File: config.mk
export PLATFORM = sky130hd
export DESIGN_NAME = multicycle_control_flat
export DESIGN_NICKNAME = d
export VERILOG_FILES = /design/src/rtl/mips_ctrl_pkg.sv /design/src/rtl/multicycle_control_if.sv /design/src/rtl/multicycle_ctrl_decode.sv /design/src/rtl/multicycle_control.sv /design/src/flat_wrapper.sv
export SDC_FILE = /design/constraint.sdc
export NUM_CORES = 1
export LEC_CHECK = 0
export ABC_CLOCK_PERIOD_IN_PS = 1710
export BUFFER_PORTS_ARGS = -buffer_cell sky130_fd_sc_hd__buf_4
export CORE_MARGIN = 8
export CORE_UTILIZATION = 45
export CTS_BUF_LIST = sky130_fd_sc_hd__clkbuf_2
export CTS_CLUSTER_SIZE = 40
export DETAILED_ROUTE_END_ITERATION = 8
export PLACE_DENSITY = 0.8
export SLEW_MARGIN = 20
export SYNTH_ARGS = -nofsm -noshare
export SYNTH_HDL_FRONTEND = slang
export SYNTH_HIERARCHICAL = 1
export SYNTH_SLANG_ARGS = --single-unit
File: constraint.sdc
create_clock -name clk -period 1.71 [get_ports clk]
set_input_delay 0.171 -clock clk [delete_from_list [all_inputs] [get_ports clk]]
set_output_delay 0.171 -clock clk [all_outputs]
set_load 0.1 [all_outputs]
File: src/rtl/mips_ctrl_pkg.sv
// Shared encodings for the multi-cycle MIPS main controller: opcodes, ALU/mux
// select codes, the FSM state type and the packed control word.
package mips_ctrl_pkg;

    localparam int OPC_W   = 6;
    localparam int ALUOP_W = 3;

    localparam logic [OPC_W-1:0] OP_RTYPE = 6'b000000;
    localparam logic [OPC_W-1:0] OP_LW    = 6'b100011;
    localparam logic [OPC_W-1:0] OP_SW    = 6'b101011;
    localparam logic [OPC_W-1:0] OP_BEQ   = 6'b000100;
    localparam logic [OPC_W-1:0] OP_ADDI  = 6'b001000;
    localparam logic [OPC_W-1:0] OP_J     = 6'b000010;

    localparam logic [ALUOP_W-1:0] ALUOP_ADD   = 3'b000;
    localparam logic [ALUOP_W-1:0] ALUOP_SUB   = 3'b001;
    localparam logic [ALUOP_W-1:0] ALUOP_FUNCT = 3'b010;

    localparam logic [1:0] SRCB_B       = 2'b00;
    localparam logic [1:0] SRCB_FOUR    = 2'b01;
    localparam logic [1:0] SRCB_IMM     = 2'b10;
    localparam logic [1:0] SRCB_IMM_SH2 = 2'b11;

    localparam logic [1:0] PCSRC_ALU    = 2'b00;
    localparam logic [1:0] PCSRC_ALUOUT = 2'b01;
    localparam logic [1:0] PCSRC_JUMP   = 2'b10;

    typedef enum logic [3:0] {
        S_FETCH  = 4'd0,
        S_DECODE = 4'd1,
        S_MEMADR = 4'd2,
        S_MEMRD  = 4'd3,
        S_MEMWB  = 4'd4,
        S_MEMWR  = 4'd5,
        S_EXEC   = 4'd6,
        S_ALUWB  = 4'd7,
        S_BRANCH = 4'd8,
        S_ADDIEX = 4'd9,
        S_ADDIWB = 4'd10,
        S_JUMP   = 4'd11
    } state_e;

    typedef struct packed {
        logic               pc_write;
        logic               branch;
        logic               iord;
        logic               mem_read;
        logic               mem_write;
        logic               ir_write;
        logic               mem_to_reg;
        logic               reg_dst;
        logic               reg_write;
        logic               alu_src_a;
        logic [1:0]         alu_src_b;
        logic [ALUOP_W-1:0] alu_op;
        logic [1:0]         pc_src;
        logic               illegal_op;
        logic               instr_done;
    } ctrl_word_t;

    function automatic logic is_supported(input logic [OPC_W-1:0] op);
        return (op == OP_RTYPE) || (op == OP_LW)   || (op == OP_SW) ||
               (op == OP_BEQ)   || (op == OP_ADDI) || (op == OP_J);
    endfunction

endpackage

File: src/rtl/multicycle_control_if.sv
// Controller <-> datapath bundle: opcode/mem_ready towards the controller,
// mux selects, write enables and status pulses back to the datapath.
interface multicycle_control_if;

    logic [mips_ctrl_pkg::OPC_W-1:0]   opcode;
    logic                              mem_ready;
    logic                              PCWrite;
    logic                              Branch;
    logic                              IorD;
    logic                              MemRead;
    logic                              MemWrite;
    logic                              IRWrite;
    logic                              MemToReg;
    logic                              RegDst;
    logic                              RegWrite;
    logic                              ALUSrcA;
    logic [1:0]                        ALUSrcB;
    logic [mips_ctrl_pkg::ALUOP_W-1:0] ALUOp;
    logic [1:0]                        PCSrc;
    logic                              illegal_op;
    logic                              instr_done;
    logic [3:0]                        state_dbg;

    modport master (
        input  opcode, mem_ready,
        output PCWrite, Branch, IorD, MemRead, MemWrite, IRWrite, MemToReg,
               RegDst, RegWrite, ALUSrcA, ALUSrcB, ALUOp, PCSrc,
               illegal_op, instr_done, state_dbg
    );

    modport slave (
        output opcode, mem_ready,
        input  PCWrite, Branch, IorD, MemRead, MemWrite, IRWrite, MemToReg,
               RegDst, RegWrite, ALUSrcA, ALUSrcB, ALUOp, PCSrc,
               illegal_op, instr_done, state_dbg
    );

endinterface

File: src/rtl/multicycle_ctrl_decode.sv
// Combinational state -> control word decoder. Only the FETCH strobes and the
// MEMWR retire pulse look at mem_ready; illegal_op is supplied by the top.
module multicycle_ctrl_decode
    import mips_ctrl_pkg::*;
(
    input  state_e     state,
    input  logic       mem_ready,
    output ctrl_word_t ctrl
);

    always_comb begin
        // NOTE: default the whole word first so every path assigns every field; no latches.
        ctrl = '0;
        case (state)
            S_FETCH: begin
                ctrl.mem_read  = 1'b1;
                ctrl.alu_src_b = SRCB_FOUR;
                ctrl.alu_op    = ALUOP_ADD;
                ctrl.pc_src    = PCSRC_ALU;
                ctrl.ir_write  = mem_ready;
                ctrl.pc_write  = mem_ready;
            end
            S_DECODE: begin
                ctrl.alu_src_b = SRCB_IMM_SH2;
                ctrl.alu_op    = ALUOP_ADD;
            end
            S_MEMADR, S_ADDIEX: begin
                ctrl.alu_src_a = 1'b1;
                ctrl.alu_src_b = SRCB_IMM;
                ctrl.alu_op    = ALUOP_ADD;
            end
            S_MEMRD: begin
                ctrl.mem_read = 1'b1;
                ctrl.iord     = 1'b1;
            end
            S_MEMWB: begin
                ctrl.reg_write  = 1'b1;
                ctrl.mem_to_reg = 1'b1;
                ctrl.instr_done = 1'b1;
            end
            S_MEMWR: begin
                ctrl.mem_write  = 1'b1;
                ctrl.iord       = 1'b1;
                ctrl.instr_done = mem_ready;
            end
            S_EXEC: begin
                ctrl.alu_src_a = 1'b1;
                ctrl.alu_src_b = SRCB_B;
                ctrl.alu_op    = ALUOP_FUNCT;
            end
            S_ALUWB: begin
                ctrl.reg_write  = 1'b1;
                ctrl.reg_dst    = 1'b1;
                ctrl.instr_done = 1'b1;
            end
            S_BRANCH: begin
                ctrl.alu_src_a  = 1'b1;
                ctrl.alu_src_b  = SRCB_B;
                ctrl.alu_op     = ALUOP_SUB;
                ctrl.branch     = 1'b1;
                ctrl.pc_src     = PCSRC_ALUOUT;
                ctrl.instr_done = 1'b1;
            end
            S_ADDIWB: begin
                ctrl.reg_write  = 1'b1;
                ctrl.instr_done = 1'b1;
            end
            S_JUMP: begin
                ctrl.pc_write   = 1'b1;
                ctrl.pc_src     = PCSRC_JUMP;
                ctrl.instr_done = 1'b1;
            end
            default: ctrl = '0;
        endcase
    end

endmodule

File: src/rtl/multicycle_control.sv
// Multi-cycle MIPS main control FSM: state and latched-opcode registers plus
// next-state logic; the control word comes from multicycle_ctrl_decode.
module multicycle_control
    import mips_ctrl_pkg::*;
(
    input  logic                 clk,
    input  logic                 rst,
    multicycle_control_if.master bus
);

    state_e           state_q, state_d;
    logic [OPC_W-1:0] opcode_q, opcode_d;
    logic             illegal;
    ctrl_word_t       dec_ctrl;
    ctrl_word_t       ctrl;

    // NOTE: sequential state uses non-blocking assignments only; reset is synchronous.
    always_ff @(posedge clk) begin
        if (rst) begin
            state_q  <= S_FETCH;
            opcode_q <= '0;
        end else begin
            state_q  <= state_d;
            opcode_q <= opcode_d;
        end
    end

    always_comb begin
        state_d  = state_q;
        opcode_d = opcode_q;
        illegal  = 1'b0;
        case (state_q)
            S_FETCH:  if (bus.mem_ready) state_d = S_DECODE;
            S_DECODE: begin
                opcode_d = bus.opcode;
                case (bus.opcode)
                    OP_RTYPE:     state_d = S_EXEC;
                    OP_LW, OP_SW: state_d = S_MEMADR;
                    OP_BEQ:       state_d = S_BRANCH;
                    OP_ADDI:      state_d = S_ADDIEX;
                    OP_J:         state_d = S_JUMP;
                    default: begin
                        state_d = S_FETCH;
                        illegal = 1'b1;
                    end
                endcase
            end
            // The live opcode may already belong to the next instruction here.
            S_MEMADR: begin
                if (opcode_q == OP_LW)      state_d = S_MEMRD;
                else if (opcode_q == OP_SW) state_d = S_MEMWR;
                else                        state_d = S_FETCH;
            end
            S_MEMRD:  if (bus.mem_ready) state_d = S_MEMWB;
            S_MEMWR:  if (bus.mem_ready) state_d = S_FETCH;
            S_EXEC:   state_d = S_ALUWB;
            S_ADDIEX: state_d = S_ADDIWB;
            S_MEMWB, S_ALUWB, S_BRANCH, S_ADDIWB, S_JUMP: state_d = S_FETCH;
            default:  state_d = S_FETCH;
        endcase
    end

    multicycle_ctrl_decode u_decode (
        .state     (state_q),
        .mem_ready (bus.mem_ready),
        .ctrl      (dec_ctrl)
    );

    // Reset blanks every output combinationally so an aborted access stops at once.
    always_comb begin
        ctrl            = dec_ctrl;
        ctrl.illegal_op = illegal;
        if (rst) ctrl = '0;
    end

    assign bus.PCWrite    = ctrl.pc_write;
    assign bus.Branch     = ctrl.branch;
    assign bus.IorD       = ctrl.iord;
    assign bus.MemRead    = ctrl.mem_read;
    assign bus.MemWrite   = ctrl.mem_write;
    assign bus.IRWrite    = ctrl.ir_write;
    assign bus.MemToReg   = ctrl.mem_to_reg;
    assign bus.RegDst     = ctrl.reg_dst;
    assign bus.RegWrite   = ctrl.reg_write;
    assign bus.ALUSrcA    = ctrl.alu_src_a;
    assign bus.ALUSrcB    = ctrl.alu_src_b;
    assign bus.ALUOp      = ctrl.alu_op;
    assign bus.PCSrc      = ctrl.pc_src;
    assign bus.illegal_op = ctrl.illegal_op;
    assign bus.instr_done = ctrl.instr_done;
    assign bus.state_dbg  = rst ? 4'd0 : state_q;

endmodule
File: src/flat_wrapper.sv
// flat-port wrapper written by rule: the top's interface ports become plain ports
module multicycle_control_flat import mips_ctrl_pkg::*;
  (clk, rst, bus_opcode, bus_mem_ready, bus_PCWrite, bus_Branch, bus_IorD, bus_MemRead, bus_MemWrite, bus_IRWrite, bus_MemToReg, bus_RegDst, bus_RegWrite, bus_ALUSrcA, bus_ALUSrcB, bus_ALUOp, bus_PCSrc, bus_illegal_op, bus_instr_done, bus_state_dbg);
  multicycle_control_if bus_i ();
  input  logic clk;
  input  logic rst;
  input wire logic [$bits(bus_i.opcode)-1:0] bus_opcode;
  input wire logic [$bits(bus_i.mem_ready)-1:0] bus_mem_ready;
  output wire logic [$bits(bus_i.PCWrite)-1:0] bus_PCWrite;
  output wire logic [$bits(bus_i.Branch)-1:0] bus_Branch;
  output wire logic [$bits(bus_i.IorD)-1:0] bus_IorD;
  output wire logic [$bits(bus_i.MemRead)-1:0] bus_MemRead;
  output wire logic [$bits(bus_i.MemWrite)-1:0] bus_MemWrite;
  output wire logic [$bits(bus_i.IRWrite)-1:0] bus_IRWrite;
  output wire logic [$bits(bus_i.MemToReg)-1:0] bus_MemToReg;
  output wire logic [$bits(bus_i.RegDst)-1:0] bus_RegDst;
  output wire logic [$bits(bus_i.RegWrite)-1:0] bus_RegWrite;
  output wire logic [$bits(bus_i.ALUSrcA)-1:0] bus_ALUSrcA;
  output wire logic [$bits(bus_i.ALUSrcB)-1:0] bus_ALUSrcB;
  output wire logic [$bits(bus_i.ALUOp)-1:0] bus_ALUOp;
  output wire logic [$bits(bus_i.PCSrc)-1:0] bus_PCSrc;
  output wire logic [$bits(bus_i.illegal_op)-1:0] bus_illegal_op;
  output wire logic [$bits(bus_i.instr_done)-1:0] bus_instr_done;
  output wire logic [$bits(bus_i.state_dbg)-1:0] bus_state_dbg;
  assign bus_i.opcode = bus_opcode;
  assign bus_i.mem_ready = bus_mem_ready;
  assign bus_PCWrite = bus_i.PCWrite;
  assign bus_Branch = bus_i.Branch;
  assign bus_IorD = bus_i.IorD;
  assign bus_MemRead = bus_i.MemRead;
  assign bus_MemWrite = bus_i.MemWrite;
  assign bus_IRWrite = bus_i.IRWrite;
  assign bus_MemToReg = bus_i.MemToReg;
  assign bus_RegDst = bus_i.RegDst;
  assign bus_RegWrite = bus_i.RegWrite;
  assign bus_ALUSrcA = bus_i.ALUSrcA;
  assign bus_ALUSrcB = bus_i.ALUSrcB;
  assign bus_ALUOp = bus_i.ALUOp;
  assign bus_PCSrc = bus_i.PCSrc;
  assign bus_illegal_op = bus_i.illegal_op;
  assign bus_instr_done = bus_i.instr_done;
  assign bus_state_dbg = bus_i.state_dbg;
  multicycle_control u_core (.clk(clk), .rst(rst), .bus(bus_i));
endmodule
# Word level (Yosys, flattened, before mapping)
# Cells that the tools add are included.
# word_totals
reg_bits,10
output_inout_bits,23
in_bits,9
# op_classes
muxes,24
n_reduce_logical,11
eq_ne,21
# op_table
operator,count
case mux 4 bit (7 select lines),1
case mux 5 bit (5 select lines),1
equality test 6 bit (second input constant),4
2-to-1 mux 4 bit,5
case mux 4 bit (5 select lines),1
2-to-1 mux 19 bit,1
equality test 4 x 3 -> 1 bit (second input constant),4
equality test 4 bit (second input constant),4
2-to-1 mux 1 bit,11
equality test 4 x 2 -> 1 bit (second input constant),2
OR reduction 2 bit,4
equality test 6 x 2 -> 1 bit (second input constant),1
equality test 6 x 3 -> 1 bit (second input constant),1
equality test 6 x 4 -> 1 bit (second input constant),1
logical NOT 6 bit,1
!= test 2 bit (second input constant),3
OR reduction 6 bit,1
OR reduction 5 bit,1
equality test 4 x 1 -> 1 bit (second input constant),1
logical NOT 4 bit,1
case mux 1 bit (2 select lines),2
case mux 2 bit (2 select lines),1
OR reduction 4 bit,1
2-to-1 mux 3 bit,1
2 further kinds,2

# Longest topological paths before layout
# logic_depth
depth_word,5
ltp_mapped,6
ltp_nobuf,4

# Modules after synthesis
# The synthesis kept the hierarchy.
# modules_own_cells
mod,cells_per_inst,n_inst,area_each_um2
multicycle_control,107,1,817.0
multicycle_ctrl_decode,38,1,232.7

# Worst setup path after synthesis
# OpenSTA, ideal clock, no wires.
# synth_path
path_type,reg2out
start,register u_core.state_q[3]
end,output port bus_PCWrite
required_ns,1.539
arrival_time_ns,2.416
stages_incl_launch_ff,5
path_slack_ns,-0.877
n_path_buf,1
path_cell_list,dfxtp_1 buf_6 or4b_1 a21oi_1 nor2b_1
# synth_lines
element,line_no,rtl
start: declaration,multicycle_control.sv:11,"state_e state_q, state_d;"
start signal: assignment,multicycle_control.sv:23,state_q <= state_d;
end: declaration,flat_wrapper.sv:9,output wire logic [$bits(bus_i.PCWrite)-1:0] bus_PCWrite;

==> results.toml <==
[placement]
hpwl_um = 2280
pre_cts_ws_ps = 122
numPortBuffers = 30
placed_cells = 199
finalWeightedCongestion = 0.828

[global_route]
grt-ovfl-total = 0
grt_antenna_before_repair = 0
grt_max_degree = 21
grt_usage_pct = 15.4
grt_pass1_vias = 1184
grt_pass1_wl_um = 5380

[worst_setup_path]
r2r_cells = 5
r2r_end = "u_core/state_q[1]"
cpPeakStageDelay_ps = 370
cp_cell_sequence = "buf_4 > nand2b_4 > o32ai_2 > nor2b_4 > buf_12"
reg2reg_slack_ps = 140
worst_path_max_delay_cell = "dfxtp_4"
cp.arrival_ps = 1670
crit_path_end_kind = "output port"
startpoint_type = "register"
timing.rr.start = "u_core/state_q[0]"
cp_max_fo = 4
worstSetupPathType = "reg2out"
cp.required_ps = 1540

[worst_hold_path]
hp-start = "rst"
hp-class = "in2reg"
whs_endpoint = "u_core/opcode_q[3]"
min_path_cells = 2

[timing]
setup_viol = 11
skew_ps = 6.26
hold_violations = 0
rsz0062_at_grt = "yes"
slew_violations = 1
slew_headroom_pct = -22.1
finalCriticalPeriod_ps = 1840
fmax_ghz = 0.542
setup_ws_ps = -134
worst_pin_slew_ps = 1830
holdWs_ps = 174
min_period_over_period_pct = 108

[routing]
routed_wl_um = 3770
drt_drc_violations_left = 0
ant_nets = 0
wl_per_cell_um = 18.3
avgViaCountPerCell = 5.83
vias = 1202
firstDrtPassIters = 4
drt-initial-drc-count = 41

[synth]
synthCells = 144
yosysWarnings = 6
syn_area_per_cell_um2 = 7.24
syn-cell-area_um2 = 1040
synth_nets = 153

[power]
power_uw = 817
power.leakage_uw = 0.000659
power.density_nw_per_um2 = 466
ir_drop_v = 0.000416

[clock_tree]
tritoncts = "done"
h-tree-depth = 1
cts_sinks = 10
clock_latency_ps = 270
cts.path.max_buffers = 2
cts_inserted_buffers = 3
clk_pin_slew_worst_paths_ps = 110
ctsRootBufferMaster = "clkbuf_2"

[die]
die_height_um = 64.1
core_area_um2 = 2210
die_w_um = 64.1
io_pins = 32
num_rows = 17
initial_core_util_pct = 47.1
dieArea_um2 = 4110

[final_layout]
antenna_cells = 0
syn2layout_area_growth_pct = 68.3
final_layout_size_suffix_gt1_share_pct = 51.1
final_cells = 206
nets = 188
utilization_pct = 79.3

[outcome]
outcome = "complete, but fails checks"
violations = "max-slew violations, negative setup slack"

[job]
cap_viol_max_count = 0
flip-flops by register name, indices dropped and copies added, names as in the netlist:
register	cells
u_core/opcode_q	6
u_core/state_q	4
power by group:
part	internal [uW]	leakage [uW]	switching, uW
clock network	50.8	0.0000140	88.7
registers	244	0.0000846	13.7
logic	161	0.000561	259
worst max-delay path: cells and delay by family (launching register included):
kind / cells / cell delay (ps)
AOI/OAI and AO/OA: 1 / 320
buffers and inverters: 2 / 330
DFF: 1 / 370
and+or+nand+nor: 2 / 380
how the worst max path moves through the flow:
stage | end | depth (start not counted) | from
3_5_place_dp | bus_PCWrite | 4 | u_core/state_q[1]
6_report | bus_instr_done | 5 | u_core/state_q[3]
5_1_grt | bus_instr_done | 5 | u_core/state_q[3]
4_1_cts | bus_PCWrite | 4 | u_core/state_q[3]
3_3_place_gp | bus_PCWrite | 4 | u_core/state_q[1]
2_1_floorplan | bus_state_dbg[1] | 2 | u_core/state_q[1]
cell usage in the layout (no fill, tap or decap), types with 3 or more instances in the layout:
cell type / n
a21oi_1: 10
nor2b_4: 10
nand2b_4: 4
dfxtp_4: 4
buf_4: 23
nand2_1: 13
clkbuf_2: 3
dfxtp_1: 6
buf_6: 4
nor2b_2: 7
nor3_1: 5
o21ai_0: 3
nor2_1: 6
o211ai_1: 3
nor3_2: 3
buf_12: 16
nor2b_1: 9
routing by layer:
metal	track usage, %	routed length [um]	vias to the layer above
met1	16.9	1410	572
met3	4.88	239	8
met5	0	0	-
met2	27.9	2000	54
met4	4.36	114	0
li1	-	-	568
per-stage QoR:
| stage | area (um2) | setup TNS (ps) |
|---|---|---|
| after floorplan | 1140 | -2080 |
| after global placement | 1380 | 0 |
| after detailed placement | 1380 | 0 |
| after CTS | 1520 | -284 |
| after global routing | 1750 | -1520 |
| final | 1750 | -540 |
cell type report:
class / instances / area [um2]
multi-input cells: 118 / 925
repair buffers: 44 / 553
fillers: 147 / 458
flip-flops and latches: 10 / 215
well taps: 28 / 35.0
clock buffers: 3 / 15.0
inverters: 2 / 7.51
clock inverters: 1 / 3.75
what timing repair did:
item	CTS	global route
hold buffers	0	0
pin swaps	0	7
setup endpoints to repair	17	17
setup buffers	0	3
endpoints found under the hold margin	0	0
resized for setup	32	50
No activity file was read; power rests on OpenSTA's default activity.
